--- src/rtl/wb_scoreboard_pkg.sv ---
// Shared types and constants for the write-back scoreboard.
// Holds the checker state encoding and the default counter width.
package wb_scoreboard_pkg;

   typedef enum logic [1:0] {
      ST_IDLE    = 2'd0,
      ST_RUN     = 2'd1,
      ST_TIMEOUT = 2'd2
   } sb_state_e;

   localparam int DEF_CNT_SIZE = 16;

endpackage

--- src/rtl/wb_scoreboard_exp_fifo.sv ---
// Synchronous FIFO of expected {addr,data} write-backs.
// Its count carries one extra bit so that full and empty can be told apart.
module exp_fifo #(
   parameter int Width = 37,
   parameter int Depth = 16
) (
   input  logic                     clk_i,
   input  logic                     rst_ni,
   input  logic                     clear_i,
   input  logic                     push_i,
   input  logic                     pop_i,
   input  logic [Width-1:0]         wdata_i,
   output logic                     full_o,
   output logic                     empty_o,
   output logic [$clog2(Depth):0]   count_o,
   output logic [Width-1:0]         head_o
);

   localparam int PtrW = $clog2(Depth);
   localparam int CntW = PtrW + 1;

   logic [Width-1:0] mem_q [Depth];
   logic [PtrW-1:0]  wr_ptr_q, wr_ptr_d, rd_ptr_q, rd_ptr_d;
   logic [CntW-1:0]  count_q, count_d;
   logic             do_push, do_pop;

   assign full_o  = (count_q == CntW'(Depth));
   assign empty_o = (count_q == '0);
   assign count_o = count_q;
   assign head_o  = mem_q[rd_ptr_q];

   assign do_push = push_i && !full_o;
   assign do_pop  = pop_i && !empty_o;

   always_comb begin
      wr_ptr_d = wr_ptr_q;
      rd_ptr_d = rd_ptr_q;
      count_d  = count_q;
      if (clear_i) begin
         wr_ptr_d = '0;
         rd_ptr_d = '0;
         count_d  = '0;
      end else begin
         if (do_push) wr_ptr_d = wr_ptr_q + PtrW'(1);
         if (do_pop)  rd_ptr_d = rd_ptr_q + PtrW'(1);
         if (do_push && !do_pop)      count_d = count_q + CntW'(1);
         else if (!do_push && do_pop) count_d = count_q - CntW'(1);
      end
   end

   always_ff @(posedge clk_i or negedge rst_ni) begin
      if (!rst_ni) begin
         wr_ptr_q <= '0;
         rd_ptr_q <= '0;
         count_q  <= '0;
      end else begin
         wr_ptr_q <= wr_ptr_d;
         rd_ptr_q <= rd_ptr_d;
         count_q  <= count_d;
      end
   end

   // Storage is not reset: only entries below count are ever read as valid.
   always_ff @(posedge clk_i) begin
      if (do_push && !clear_i) mem_q[wr_ptr_q] <= wdata_i;
   end

endmodule

--- src/rtl/wb_scoreboard.sv ---
// Write-back checker: compares each core register-file write with the head of a
// queue of expected writes, counts results, captures the first error, detects stalls.
module wb_scoreboard
   import wb_scoreboard_pkg::*;
#(
   parameter int DataSize      = 32,
   parameter int RegAddrSize   = 5,
   parameter int ExpDepth      = 16,
   parameter int TimeoutCycles = 64,
   parameter int CntSize       = DEF_CNT_SIZE
) (
   input  logic                      clk,
   input  logic                      reset,
   input  logic                      clear,
   input  logic                      check_en,
   input  logic                      exp_valid,
   output logic                      exp_ready,
   input  logic [RegAddrSize-1:0]    exp_addr,
   input  logic [DataSize-1:0]       exp_data,
   input  logic                      wb_en,
   input  logic [RegAddrSize-1:0]    wb_addr,
   input  logic [DataSize-1:0]       wb_data,
   output logic [CntSize-1:0]        match_num,
   output logic [CntSize-1:0]        err_num,
   output logic                      mismatch,
   output logic [RegAddrSize-1:0]    mm_addr,
   output logic [DataSize-1:0]       mm_got,
   output logic [DataSize-1:0]       mm_exp,
   output logic                      timeout,
   output logic                      done,
   output logic [$clog2(ExpDepth):0] fifo_count
);

   localparam int EntW = RegAddrSize + DataSize;
   localparam int TmrW = $clog2(TimeoutCycles + 1);
   localparam logic [TmrW-1:0]    TmrLim = TmrW'(TimeoutCycles);
   localparam logic [CntSize-1:0] CntMax = '1;

   sb_state_e              state_q, state_d;
   logic [TmrW-1:0]        timer_q, timer_d;
   logic [CntSize-1:0]     match_q, match_d, err_q, err_d;
   logic                   mismatch_q, mismatch_d, first_q, first_d;
   logic [RegAddrSize-1:0] mm_addr_q, mm_addr_d;
   logic [DataSize-1:0]    mm_got_q, mm_got_d, mm_exp_q, mm_exp_d;

   logic            full, empty, push, pop, wb_act, hit;
   logic [EntW-1:0] head;

   function automatic logic [CntSize-1:0] sat_inc(input logic [CntSize-1:0] v);
      return (v == CntMax) ? v : v + CntSize'(1);
   endfunction

   // Readiness comes from registered state only, so a same-cycle pop never frees a slot.
   assign exp_ready = !full && (state_q != ST_TIMEOUT);
   assign push      = exp_valid && exp_ready && !clear;
   assign wb_act    = (state_q == ST_RUN) && check_en && wb_en;
   assign pop       = wb_act && !empty && !clear;
   assign hit       = (head == {wb_addr, wb_data});

   exp_fifo #(
      .Width (EntW),
      .Depth (ExpDepth)
   ) u_exp_fifo (
      .clk_i   (clk),
      .rst_ni  (reset),
      .clear_i (clear),
      .push_i  (push),
      .pop_i   (pop),
      .wdata_i ({exp_addr, exp_data}),
      .full_o  (full),
      .empty_o (empty),
      .count_o (fifo_count),
      .head_o  (head)
   );

   always_comb begin
      state_d    = state_q;
      timer_d    = timer_q;
      match_d    = match_q;
      err_d      = err_q;
      mismatch_d = 1'b0;
      first_d    = first_q;
      mm_addr_d  = mm_addr_q;
      mm_got_d   = mm_got_q;
      mm_exp_d   = mm_exp_q;
      if (clear) begin
         state_d   = ST_IDLE;
         timer_d   = '0;
         match_d   = '0;
         err_d     = '0;
         first_d   = 1'b0;
         mm_addr_d = '0;
         mm_got_d  = '0;
         mm_exp_d  = '0;
      end else begin
         case (state_q)
            ST_IDLE: begin
               timer_d = '0;
               if (check_en) state_d = ST_RUN;
            end
            ST_RUN: begin
               if (!check_en) begin
                  state_d = ST_IDLE;
                  timer_d = '0;
               end else if (wb_en || empty) begin
                  timer_d = '0;
               end else if (timer_q + TmrW'(1) == TmrLim) begin
                  timer_d = TmrLim;
                  state_d = ST_TIMEOUT;
               end else begin
                  timer_d = timer_q + TmrW'(1);
               end
            end
            ST_TIMEOUT: ;
            default: state_d = ST_IDLE;
         endcase
         if (wb_act) begin
            if (!empty && hit) begin
               match_d = sat_inc(match_q);
            end else begin
               err_d      = sat_inc(err_q);
               mismatch_d = 1'b1;
               if (!first_q) begin
                  first_d   = 1'b1;
                  mm_addr_d = wb_addr;
                  mm_got_d  = wb_data;
                  mm_exp_d  = empty ? '0 : head[DataSize-1:0];
               end
            end
         end
      end
   end

   always_ff @(posedge clk or negedge reset) begin
      if (!reset) begin
         state_q    <= ST_IDLE;
         timer_q    <= '0;
         match_q    <= '0;
         err_q      <= '0;
         mismatch_q <= 1'b0;
         first_q    <= 1'b0;
         mm_addr_q  <= '0;
         mm_got_q   <= '0;
         mm_exp_q   <= '0;
      end else begin
         state_q    <= state_d;
         timer_q    <= timer_d;
         match_q    <= match_d;
         err_q      <= err_d;
         mismatch_q <= mismatch_d;
         first_q    <= first_d;
         mm_addr_q  <= mm_addr_d;
         mm_got_q   <= mm_got_d;
         mm_exp_q   <= mm_exp_d;
      end
   end

   assign match_num = match_q;
   assign err_num   = err_q;
   assign mismatch  = mismatch_q;
   assign mm_addr   = mm_addr_q;
   assign mm_got    = mm_got_q;
   assign mm_exp    = mm_exp_q;
   assign timeout   = (state_q == ST_TIMEOUT);
   assign done      = (state_q == ST_RUN) && empty;

endmodule

--- config.mk ---
export PLATFORM = sky130hd
export DESIGN_NAME = wb_scoreboard
export DESIGN_NICKNAME = d
export VERILOG_FILES = /design/src/rtl/wb_scoreboard_pkg.sv /design/src/rtl/wb_scoreboard_exp_fifo.sv /design/src/rtl/wb_scoreboard.sv
export SDC_FILE = /design/constraint.sdc
export NUM_CORES = 1
export LEC_CHECK = 0
export CAP_MARGIN = 30
export CORE_MARGIN = 3
export CORE_UTILIZATION = 30
export CTS_CLUSTER_SIZE = 14
export DETAILED_ROUTE_END_ITERATION = 6
export HOLD_SLACK_MARGIN = 0.02
export PLACE_DENSITY_LB_ADDON = 0.1
export SLEW_MARGIN = 30
export SYNTH_ARGS = -nofsm -noshare
export SYNTH_HDL_FRONTEND = slang
export SYNTH_SLANG_ARGS = --single-unit
export TNS_END_PERCENT = 10
--- constraint.sdc ---
create_clock -name clk -period 7.9 [get_ports clk]
set_clock_uncertainty 0.2 [all_clocks]
set_input_delay 1.185 -clock clk [delete_from_list [all_inputs] [get_ports clk]]
set_output_delay 1.185 -clock clk [all_outputs]
set_load 0.02 [all_outputs]
==> summary.txt, run 1 <==
Route
  • Iter 0 DRT Violations: 1,441
  • Post-DR wirelength/cell: 28.9 µm
  • Routed Antenna Nets: 0
  • First-pass DRT Iterations: 5
  • Drt total wl: 99,500 µm
  • Vias per Instance: 5.22
  • Vias: 18,000
  • DRC: 0

Placement
  • Port-buffer cells: 189
  • Final HPWL from detailed placement: 61,800 µm
  • GPL Wtd Cong: 0.805

Floorplanning
  • Placement Rows: 115
  • Initial Utilization: 30.5%
  • Die width: 324 µm
  • Die Area: 0.105 mm²
  • I/O Pins: 190
  • Placeable Area: 0.0993 mm²
  • Die Ht: 324 µm

Flow run
  • Max_cap viols: 0

Synthesis
  • Post-synthesis register bit count: 717
  • Synthesized area per cell: 16.1 µm²
  • Syn Inst Count: 1,878
  • Leading area contributor after synthesis: edfxtp_1
  • Syn. warnings: 0
  • Synth cell types: 78
  • Mapped Nets: 1,971
  • Ranking of synthesized cells by area: edfxtp_1 (59%), dfrtp_1 (10%), mux2i_1 (6.4%), mux4_2 (6.2%), mux2_2 (1.5%)
  • Synth Cell Area: 0.0303 mm²
  • Dominant synthesized flop cell: edfxtp_1
  • Async set-reset flop share out of synthesis: 17.4%
  • Synth top area share: 58.7%
  • EDFF count, synth: 592
  • Seq/Total Area, Yosys: 69.1%

Timing
  • Final min period: 6.28 ns
  • Final Hold Viols: 0
  • Fmax: 159 MHz
  • Setup TNS: 0 ns
  • Setup violations, final: 0
  • Unrepaired setup endpoints after global routing: no
  • Hold_ws: 0.312 ns
  • Worst-Margin Slew: 1.08 ns
  • Max Slew Vio Count: 0
  • Slew headroom: 27.7%
  • Fin crit share: 79.5%

Clock tree
  • Htree depth: 3
  • CTS root buffer: clkbuf_16
  • Skew-Pair Late Insertion Delay: 0.64 ns
  • CTS Buf Count: 82
  • Post-CTS setup repair buffer count: 0
  • CTS clk-pin slew, worst paths: 0.06 ns
  • Max clock buf depth: 3
  • Hold Buf Count CTS: 0
  • Resized Gates After CTS: 0
  • TritonCTS clock tree: yes
  • Num Clock Sinks: 717

Critical path
  • CP required: 8.22 ns
  • CP Capture Type: flip-flop
  • Worst R2R Start: u_exp_fifo.rd_ptr_q[1]
  • Worst setup SP type: flip-flop
  • Crit-path max FO: 36
  • Arr. time, crit path: 6.60 ns
  • Crit Reg-Reg Endpoint: err_num[10]
  • R2R setup slack: 1.62 ns
  • WS Path Type: reg -> reg
  • Reg2reg path depth: 12

Finish
  • Share of cells above drive strength 1: 15.5%
  • Fill count: 9,351
  • Final layout net count: 2,182
  • Area of the multi-input gates: 0.00871 mm²
  • Area delta synth->final: 20.3%
  • Total area of sequential cells: 0.0209 mm²

Hold path
  • Hold WC Path Type: reg -> reg
  • Hold worst-path end: timer_q[6]
  • Worst Hold Path Cells: 1
  • Hold path start: timer_q[6]

Global route
  • Remaining Overflow, GRT: 0
  • Vias in the first global route: 18,300
  • Largest net degree at the start of global routing: 81
  • Antenna violations before repair: 8
  • Total GRT Usage: 18.9%
  • First-pass GRT wire length: 141,000 µm

Run status
  • Status: finished, final reports clean

Power and ir drop
  • Power per Cell Area: 242 mW/mm²
  • Leakage: 12.3 nW
  • Peak VDD IR: 139 µV
==> worst max-delay path, stage by stage (launching register included) <==
cell and delay, ns:
dfrtp_4 0.94, buf_12 0.33, buf_4 0.35, mux4_2 0.36, nor2_1 0.10, a2bb2oi_1 0.64
xnor2_1 0.15, nor4_1 0.76, nand3_1 0.13, nand4bb_1 0.67, nand3_1 0.97, nor4_1 0.12
mux2_2 0.30
==> how the worst max path moves through the flow <==
stage | depth (start not counted) | from | to
floorplan | 4 | clear | u_exp_fifo.mem_q[3][0]
global placement | 12 | u_exp_fifo.rd_ptr_q[1] | mm_exp[16]
detailed placement | 12 | u_exp_fifo.rd_ptr_q[1] | mm_exp[16]
CTS | 12 | u_exp_fifo.rd_ptr_q[1] | mm_exp[16]
global route | 12 | u_exp_fifo.rd_ptr_q[1] | err_num[12]
finish | 12 | u_exp_fifo.rd_ptr_q[1] | err_num[10]
==> per-stage QoR <==
step | std cells | setup slack, ns | total power [mW] | util, % | area [µm²]
floorplan | 1878 | 1.96 | 4.63 | - | 30300
global placement | 3290 | 1.68 | 5.01 | 33.8 | 33600
detailed placement | 3292 | 1.62 | 5.02 | 33.9 | 33700
CTS | 3445 | 1.60 | 8.94 | 36.7 | 36400
global route | 3445 | 1.35 | 9.14 | 36.7 | 36400
finish | 3449 | 1.62 | 8.82 | 36.7 | 36400
==> registers in the layout (all words and copies together), names as in the netlist, 4 cells and up <==
signal and count:
mm_got 32, u_exp_fifo.wr_ptr_q 4, err_num 16, match_num 16
timer_q 7, u_exp_fifo.rd_ptr_q 4, u_exp_fifo.mem_q 592, mm_addr 5
mm_exp 32, u_exp_fifo.count_o 5
==> logic make-up (layout without fill, tap and decap cells) <==
family / Yosys count / in the layout / share of synthesized area (%)
xor gates and xnor gates: 38 / 38 / 1.10
buffers and inverters: 133 / 413 / 2.40
AOI/OAI and AO/OA: 256 / 256 / 5.94
and+or+nand+nor: 402 / 402 / 6.79
other: 0 / 4 / 0
adders and majority gates: 13 / 13 / 0.562
muxes: 319 / 319 / 14.2
DFF: 717 / 717 / 69.1
==> synthesized netlist by cell type (all sizes together), types with 12 or more instances <==
cell type  count
ha            12
xnor2         25
mux2          42
nand2b        25
mux4          83
o22ai         18
nand4         13
inv           25
o21ai         45
a21oi         43
mux2i        194
nor2         113
nand2         69
nor2b         21
dfrtp        125
nand3         43
or3           21
a22oi         40
nor3          13
clkbuf        44
edfxtp       592
nor4          14
xor2          13
buf           64
and2          19
==> layout by cell type, fill, tap and decap left out, drive strengths merged, types with 25 or more instances in the layout <==
cell type / count
a22oi: 40
a21oi: 43
mux4: 83
nor2: 113
clkdlybuf4s50: 187
xnor2: 25
mux2: 42
nand2: 69
edfxtp: 592
mux2i: 194
clkbuf: 102
buf: 48
o21ai: 45
clkinv: 35
nand3: 43
inv: 29
nand2b: 25
dfrtp: 125
==> cell type report <==
type                    count  share of cell area [%]
diodes                      4                  0.0275
clock buffers             102                    6.03
clock inverters            51                    1.53
inverters                  25                   0.258
multi-input cells        1028                    23.9
flip-flops and latches    717                    57.4
well taps                1287                    4.42
repair buffers            235                    6.41
==> report_power, final <==
part           internal (mW)  switching, mW  leakage [nW]
registers               4.17         0.0418          7.06
logic                  0.252          0.469          3.85
clock network           2.34           1.55          1.35
==> metal layers <==
| layer | vias up | part of all wire (%) | GRT usage [%] |
|---|---|---|---|
| li1 | 7845 | - | - |
| met3 | 121 | 6.4 | 3.55 |
| met4 | 4 | 2.0 | 5.05 |
| met2 | 579 | 47 | 30.6 |
| met1 | 9452 | 45 | 26.2 |
| met5 | - | 0.023 | 0 |
No activity file was read; power rests on OpenSTA's default activity.
==> run 2, diff against run 1 <==
clock period = 5.7 ns   (was 7.9 ns; I/O delays follow)
==> run 2 against run 1 <==
Compared with the run above: clock-buffer cell count rose by 7; die area unchanged; via count is 1.0% higher; core utilization rose by 0.13 points; global-route usage grew 0.24 points; hold slack got worse by 0.23 ns; critical endpoint is now match_num[6]; final area is 0.35% higher; critical path depth up 4; sequential power increased by 39%; first-iteration DRC count up 3.1%.
==> summary.txt, run 2 (synthesis results as in run 1) <==
Placement
  • GPL Wtd Cong: 0.880 (was 0.805)
  • Port-buffer cells: 189 (unchanged)
  • Final HPWL from detailed placement: 65,900 µm (was 61,800 µm)

Clock tree
  • CTS root buffer: clkbuf_16 (unchanged)
  • TritonCTS clock tree: yes (unchanged)
  • Resized Gates After CTS: 0 (unchanged)
  • CTS Buf Count: 82 (unchanged)
  • Post-CTS setup repair buffer count: 0 (unchanged)
  • Hold Buf Count CTS: 0 (unchanged)
  • Max clock buf depth: 3 (unchanged)
  • Htree depth: 3 (unchanged)
  • Num Clock Sinks: 717 (unchanged)
  • CTS clk-pin slew, worst paths: 0.06 ns (about the same)
  • Skew-Pair Late Insertion Delay: 0.65 ns (was 0.64 ns)

Finish
  • Largest register FFs: 592 (unchanged)
  • Commonest non-fill, non-tap cell in the layout: edfxtp_1 (unchanged)
  • Share of cells above drive strength 1: 16.4% (was 15.5%)
  • Most frequent cells in the layout: edfxtp_1 (592), mux2i_1 (194), clkdlybuf4s50_1 (187), dfrtp_1 (121), nor2_1 (110) (unchanged)
  • Area delta synth->final: 20.8% (was 20.3%)
  • Final Util: 36.8% (was 36.7%)
  • Top reg by flops: u_exp_fifo.mem_q (unchanged)
  • Final layout net count: 2,220 (was 2,182)

Power and ir drop
  • Switching Fraction: 24.0% (was 23.4%)
  • Clock Power Share: 42.7% (was 44.1%)
  • Power per Cell Area: 328 mW/mm² (was 242 mW/mm²)
  • Comb pwr share: 8.6% (was 8.2%)
  • Flop pwr share: 48.7% (was 47.7%)
  • Internal: 9.11 mW (was 6.76 mW)
  • Total power: 12.0 mW (was 8.82 mW)
  • Leakage: 12.4 nW (was 12.3 nW)
  • Sw Pwr: 2.87 mW (was 2.06 mW)
  • Peak VDD IR: 225 µV (was 139 µV)

Global route
  • First-pass GRT wire length: 143,000 µm (was 141,000 µm)
  • Largest net degree at the start of global routing: 85 (was 81)
  • Remaining Overflow, GRT: 0 (unchanged)
  • Total GRT Usage: 19.1% (was 18.9%)
  • Antenna violations before repair: 2 (was 8)
  • Vias in the first global route: 18,600 (was 18,300)

Critical path
  • CP required: 6.05 ns (was 8.22 ns)
  • Worst setup SP type: flip-flop (unchanged)
  • CP Capture Type: flip-flop (unchanged)
  • Worst R2R Start: u_exp_fifo.rd_ptr_q[1] (unchanged)
  • Reg2reg path depth: 16 (was 12)
  • Crit path from: u_exp_fifo.rd_ptr_q[1] (unchanged)
  • Crit Reg-Reg Endpoint: match_num[6] (was err_num[10])
  • R2R setup slack: 0.60 ns (was 1.62 ns)
  • Arr. time, crit path: 5.45 ns (was 6.60 ns)
  • CP Capture Point: match_num[6] (was err_num[10])
  • WS Path Type: reg -> reg (unchanged)
  • Crit-path max FO: 25 (was 36)

Timing
  • Unrepaired setup endpoints after global routing: no (unchanged)
  • Setup violations, final: 0 (unchanged)
  • Fin crit share: 89.5% (was 79.5%)
  • Fmax: 196 MHz (was 159 MHz)
  • Final Hold Viols: 0 (unchanged)
  • Final min period: 5.10 ns (was 6.28 ns)
  • Slew headroom: 35.5% (was 27.7%)
  • Worst-Margin Slew: 0.967 ns (was 1.08 ns)
  • Max Slew Vio Count: 0 (unchanged)
  • Setup TNS: 0 ns (unchanged)

Floorplanning
  • Die width: 324 µm (unchanged)
  • Die Ht: 324 µm (unchanged)
  • I/O Pins: 190 (unchanged)
  • Initial Utilization: 30.5% (unchanged)
  • Placement Rows: 115 (unchanged)
  • Placeable Area: 0.0993 mm² (unchanged)
  • Die Area: 0.105 mm² (unchanged)

Route
  • DRC: 0 (unchanged)
  • First-pass DRT Iterations: 5 (unchanged)
  • Post-DR wirelength/cell: 28.9 µm (about the same)
  • Vias per Instance: 5.23 (was 5.22)
  • Routed Antenna Nets: 0 (unchanged)
  • Iter 0 DRT Violations: 1,485 (was 1,441)
  • Vias: 18,200 (was 18,000)
  • Drt total wl: 101,000 µm (was 99,500 µm)

Hold path
  • Hold WC Path Type: in -> async (was reg -> reg)

Run status
  • Status: finished, final reports clean (unchanged)

Flow run
  • Max_cap viols: 0 (unchanged)
==> run 2: changes by cell type in the layout (fill, tap and decap cells not counted), sizes merged <==
| cell | previous run | this run |
|---|---|---|
| buf | 48 | 85 |
| bufinv | 11 | 6 |
| clkbuf | 102 | 110 |
| clkinv | 35 | 25 |
| clkinvlp | 1 | 2 |
| diode | 4 | 2 |
| inv | 29 | 31 |
==> run 2: cell type report <==
class	instances	area, µm²
flip-flops and latches	717	20900
well taps	1287	1610
diodes	2	5.00
repair buffers	273	2650
multi-input cells	1028	8710
clock inverters	39	414
fillers	9329	62700
clock buffers	109	2160
inverters	25	93.8
==> run 2: per-layer routing <==
metal | track usage (%) | part of all wire, %
met5 | 0 | 0
met3 | 3.53 | 5.8
met1 | 27.2 | 46
met2 | 30.4 | 46
met4 | 4.62 | 2.1
==> run 2: how the worst min path moves through the flow <==
| stage | end | from | depth (start not counted) |
|---|---|---|---|
| after floorplan | timer_q[4] | timer_q[4] | 1 |
| after global placement | timer_q[6] | timer_q[6] | 1 |
| after detailed placement | timer_q[4] | timer_q[4] | 1 |
| after CTS | match_num[1] | reset | 1 |
| after global routing | match_num[1] | reset | 1 |
| final | match_num[2] | reset | 1 |
==> run 2: through the flow <==
step	hold WS (ns)	std cells	instance area, µm²	setup WS, ns
4_1_cts	0.144	3478	36600	0.650
6_report	0.0848	3480	36600	0.601
5_1_grt	0.129	3478	36600	0.316
3_5_place_dp	0.293	3330	34000	0.650
2_1_floorplan	0.261	1878	30300	0.0524
3_3_place_gp	0.287	3330	34000	0.519
==> run 2: power groups by stage <==
stage | Combinational (mW) | Sequential (mW) | Clock (mW)
5_1_grt | 1.10 | 5.85 | 5.46
4_1_cts | 1.04 | 5.84 | 5.26
3_5_place_dp | 1.04 | 5.95 | 0
3_3_place_gp | 1.03 | 5.94 | 0
6_report | 1.03 | 5.84 | 5.11
2_1_floorplan | 0.461 | 5.96 | 0
==> run 2: critical path, cell delays in order (launching register included) <==
cell	delay, ns
dfrtp_4	0.71
buf_12	0.27
buf_4	0.36
mux2i_1	0.43
a22oi_1	0.18
a2bb2oi_1	0.22
buf_4	0.18
xnor2_1	0.06
nor4_1	0.48
buf_4	0.22
nand3_1	0.09
nand4bb_1	0.29
buf_4	0.25
or2_1	0.27
buf_4	0.19
or4_1	0.39
a21oi_1	0.16
==> run 3, diff against run 2 <==
ABC_AREA = 1   (was not set)
clock period = 5.61 ns   (was 5.7 ns; I/O delays follow)
==> run 3 against run 2 <==
Compared with the run above: die area grew 4.9%; synthesized cell count grew 66%; global-route usage shrank 0.45 points; first-iteration DRC count grew 24%; register-to-register slack gained 0.42 ns; clock-buffer cell count shrank 9; clock power grew 6.3%; critical endpoint is now mm_exp[5]; largest cell class unchanged; largest power group unchanged.
==> summary.txt, run 3 <==
Run status
  • Status: finished, final reports clean (unchanged)

Timing
  • Fmax: 218 MHz (was 196 MHz)
  • Setup violations, final: 0 (unchanged)
  • Fin crit share: 81.8% (was 89.5%)
  • Unrepaired setup endpoints after global routing: no (unchanged)
  • Worst-Margin Slew: 0.955 ns (was 0.967 ns)
  • Max Slew Vio Count: 0 (unchanged)
  • Final min period: 4.59 ns (was 5.10 ns)
  • Final Hold Viols: 0 (unchanged)
  • Setup TNS: 0 ns (unchanged)
  • Slew headroom: 36.3% (was 35.5%)

Synthesis
  • Synthesized area per cell: 10.2 µm² (was 16.1 µm²)
  • Mapped Nets: 3,207 (was 1,971)
  • Dominant synthesized flop cell: edfxtp_1 (unchanged)
  • Leading area contributor after synthesis: edfxtp_1 (unchanged)
  • Async set-reset flop share out of synthesis: 17.4% (unchanged)
  • Synth Cell Area: 0.0318 mm² (was 0.0303 mm²)
  • Post-synthesis register bit count: 717 (unchanged)
  • Synth cell types: 48 (was 78)
  • Ranking of synthesized cells by area: edfxtp_1 (56%), nand2_1 (10%), dfrtp_1 (9.8%), nand3_1 (6.2%), inv_1 (4.2%) (was edfxtp_1 (59%), dfrtp_1 (10%), mux2i_1 (6.4%), mux4_2 (6.2%), mux2_2 (1.5%))
  • Syn. warnings: 0 (unchanged)
  • Synth cell count leaders: nand2_1 (866), edfxtp_1 (592), nand3_1 (395), inv_1 (352), nor2_1 (212) (was edfxtp_1 (592), mux2i_1 (194), dfrtp_1 (125), nor2_1 (113), mux4_2 (83))
  • Syn Inst Count: 3,114 (was 1,878)
  • Dominant cell by count in the synthesized netlist: nand2_1 (was edfxtp_1)
  • EDFF count, synth: 592 (unchanged)
  • Synth top area share: 55.9% (was 58.7%)
  • Seq/Total Area, Yosys: 65.7% (was 69.1%)

Global route
  • Largest net degree at the start of global routing: 88 (was 85)
  • Vias in the first global route: 22,000 (was 18,600)
  • Antenna violations before repair: 7 (was 2)
  • Total GRT Usage: 18.7% (was 19.1%)
  • First-pass GRT wire length: 154,000 µm (was 143,000 µm)
  • Remaining Overflow, GRT: 0 (unchanged)

Placement
  • GPL Wtd Cong: 0.810 (was 0.880)
  • Final HPWL from detailed placement: 63,400 µm (was 65,900 µm)
  • Port-buffer cells: 189 (unchanged)

Floorplanning
  • Die Ht: 332 µm (was 324 µm)
  • Initial Utilization: 30.5% (about the same)
  • I/O Pins: 190 (unchanged)
  • Die Area: 0.110 mm² (was 0.105 mm²)
  • Placeable Area: 0.104 mm² (was 0.0993 mm²)
  • Die width: 332 µm (was 324 µm)
  • Placement Rows: 118 (was 115)

Route
  • Routed Antenna Nets: 0 (unchanged)
  • Drt total wl: 105,000 µm (was 101,000 µm)
  • DRC: 0 (unchanged)
  • Vias: 22,800 (was 18,200)
  • Iter 0 DRT Violations: 1,837 (was 1,485)
  • Vias per Instance: 4.82 (was 5.23)
  • Post-DR wirelength/cell: 22.1 µm (was 28.9 µm)
  • First-pass DRT Iterations: 5 (unchanged)

Clock tree
  • CTS root buffer: clkbuf_16 (unchanged)
  • Post-CTS setup repair buffer count: 0 (unchanged)
  • Resized Gates After CTS: 0 (unchanged)
  • Skew-Pair Late Insertion Delay: 0.65 ns (about the same)
  • CTS Buf Count: 83 (was 82)
  • CTS clk-pin slew, worst paths: 0.06 ns (about the same)
  • TritonCTS clock tree: yes (unchanged)
  • Htree depth: 3 (unchanged)
  • Num Clock Sinks: 717 (unchanged)
  • Max clock buf depth: 3 (unchanged)

Power and ir drop
  • Leakage: 15.3 nW (was 12.4 nW)
  • Peak VDD IR: 219 µV (was 225 µV)
  • Power per Cell Area: 326 mW/mm² (was 328 mW/mm²)

Critical path
  • CP required: 5.98 ns (was 6.05 ns)
  • Arr. time, crit path: 4.96 ns (was 5.45 ns)
  • WS Path Type: reg -> reg (unchanged)
  • Worst setup SP type: flip-flop (unchanged)
  • CP Capture Type: flip-flop (unchanged)
  • Crit-path max FO: 60 (was 25)

Finish
  • Most frequent cells in the layout: nand2_1 (866), edfxtp_1 (592), nand3_1 (395), inv_1 (350), nor2_1 (196) (was edfxtp_1 (592), mux2i_1 (194), clkdlybuf4s50_1 (187), dfrtp_1 (121), nor2_1 (110))
  • Top reg by flops: u_exp_fifo.mem_q (unchanged)
  • Share of cells above drive strength 1: 7.94% (was 16.4%)
  • Commonest non-fill, non-tap cell in the layout: nand2_1 (was edfxtp_1)
  • Largest register FFs: 592 (unchanged)
  • Area delta synth->final: 20.0% (was 20.8%)
  • Final Util: 36.6% (was 36.8%)
  • Final layout net count: 3,380 (was 2,220)

Flow run
  • Max_cap viols: 0 (unchanged)

Hold path
  • Hold WC Path Type: reg -> reg (was in -> async)
==> run 3: changes by cell type after synthesis, moves of 61 or more <==
cell     delta
inv_1     +329
nand4_1    +61
nand2_1   +797
mux4_2     -83
mux2i_1   -194
nand3_1   +352
nor2_1     +99
==> run 3: power by group <==
group          total, mW  switching (mW)  internal [mW]
clock               5.43            2.21           3.22
combinational       1.08           0.749          0.335
sequential          5.92          0.0524           5.87
==> run 3: through the flow <==
| step | cell area (µm²) | hold slack [ns] | std cells | total power [mW] | setup WS, ns |
|---|---|---|---|---|---|
| floorplan | 31800 | 0.264 | 3114 | 6.59 | 1.90 |
| global route | 38200 | 0.298 | 4732 | 12.9 | 0.758 |
| CTS | 38200 | 0.274 | 4731 | 12.6 | 0.935 |
| detailed placement | 35400 | 0.260 | 4581 | 7.12 | 0.967 |
| global placement | 35400 | 0.259 | 4579 | 7.11 | 0.960 |
| finish | 38200 | 0.272 | 4734 | 12.4 | 1.02 |
==> run 3: metal layers <==
layer  up-vias  track usage (%)  share of wire, %
met5         -                0            0.0086
met4         2             4.35               1.7
met3       110             2.83               5.4
met2       655             28.7                44
met1     11300             27.7                49
li1      10800                -                 -
==> run 3: logic make-up (layout without fill, tap and decap cells) <==
family                     Yosys count  after routing  synth area share, %
DFF                                717            717                 65.7
xor gates and xnor gates            23             23                0.634
buffers and inverters              522            759                 6.91
other                                0              3                    0
and+or+nand+nor                   1628           1628                 22.0
AOI/OAI and AO/OA                  211            211                 4.18
adders and majority gates           13             13                0.535
==> run 3: final timing paths <==
kind	end	slack [ns]	startpoint	cells past startpoint
hold / removal	mm_got[22]	0.27	mm_got[22]	2
setup / recovery	mm_exp[5]	1.02	u_exp_fifo.rd_ptr_q[0]	18
max in group asynchronous	err_num[15]	3.38	reset	3
setup reg to reg	mm_exp[5]	1.02	u_exp_fifo.rd_ptr_q[0]	18
hold reg to reg	mm_got[22]	0.27	mm_got[22]	2
min in group asynchronous	mm_got[7]	0.57	reset	2
==> run 3: cell type report <==
class | instances | area (µm²)
Sequential cell | 717 | 20900
Clock inverter | 49 | 500
Multi-Input combinational cell | 1875 | 8820
Clock buffer | 100 | 2210
Fill cell | 10300 | 66200
Antenna cell | 3 | 7.51
Timing Repair Buffer | 253 | 2630
Inverter | 357 | 1350
Tap cell | 1380 | 1730
==> run 3: what timing repair did <==
| action | CTS | global route |
|---|---|---|
| hold endpoints to repair | 46 | 0 |
| hold buffers | 1 | 0 |
| endpoints found under the setup margin | 0 | 0 |
==> run 3: worst max-delay path: stages, from the launching register on <==
cell and delay (ns):
dfrtp_4 0.53, inv_6 0.44, buf_12 0.30, buf_12 0.23, nand2_1 0.08, nand3_1 0.08
nand3_1 0.09, nand3_1 0.20, nand3_1 0.16, nand2_1 0.09, nor2_1 0.04, nand2_1 0.10
nor2_1 0.06, nand3_1 0.27, nor2_1 0.20, nor2_4 0.36, buf_4 0.56, nand4_1 0.27
nand2_1 0.13
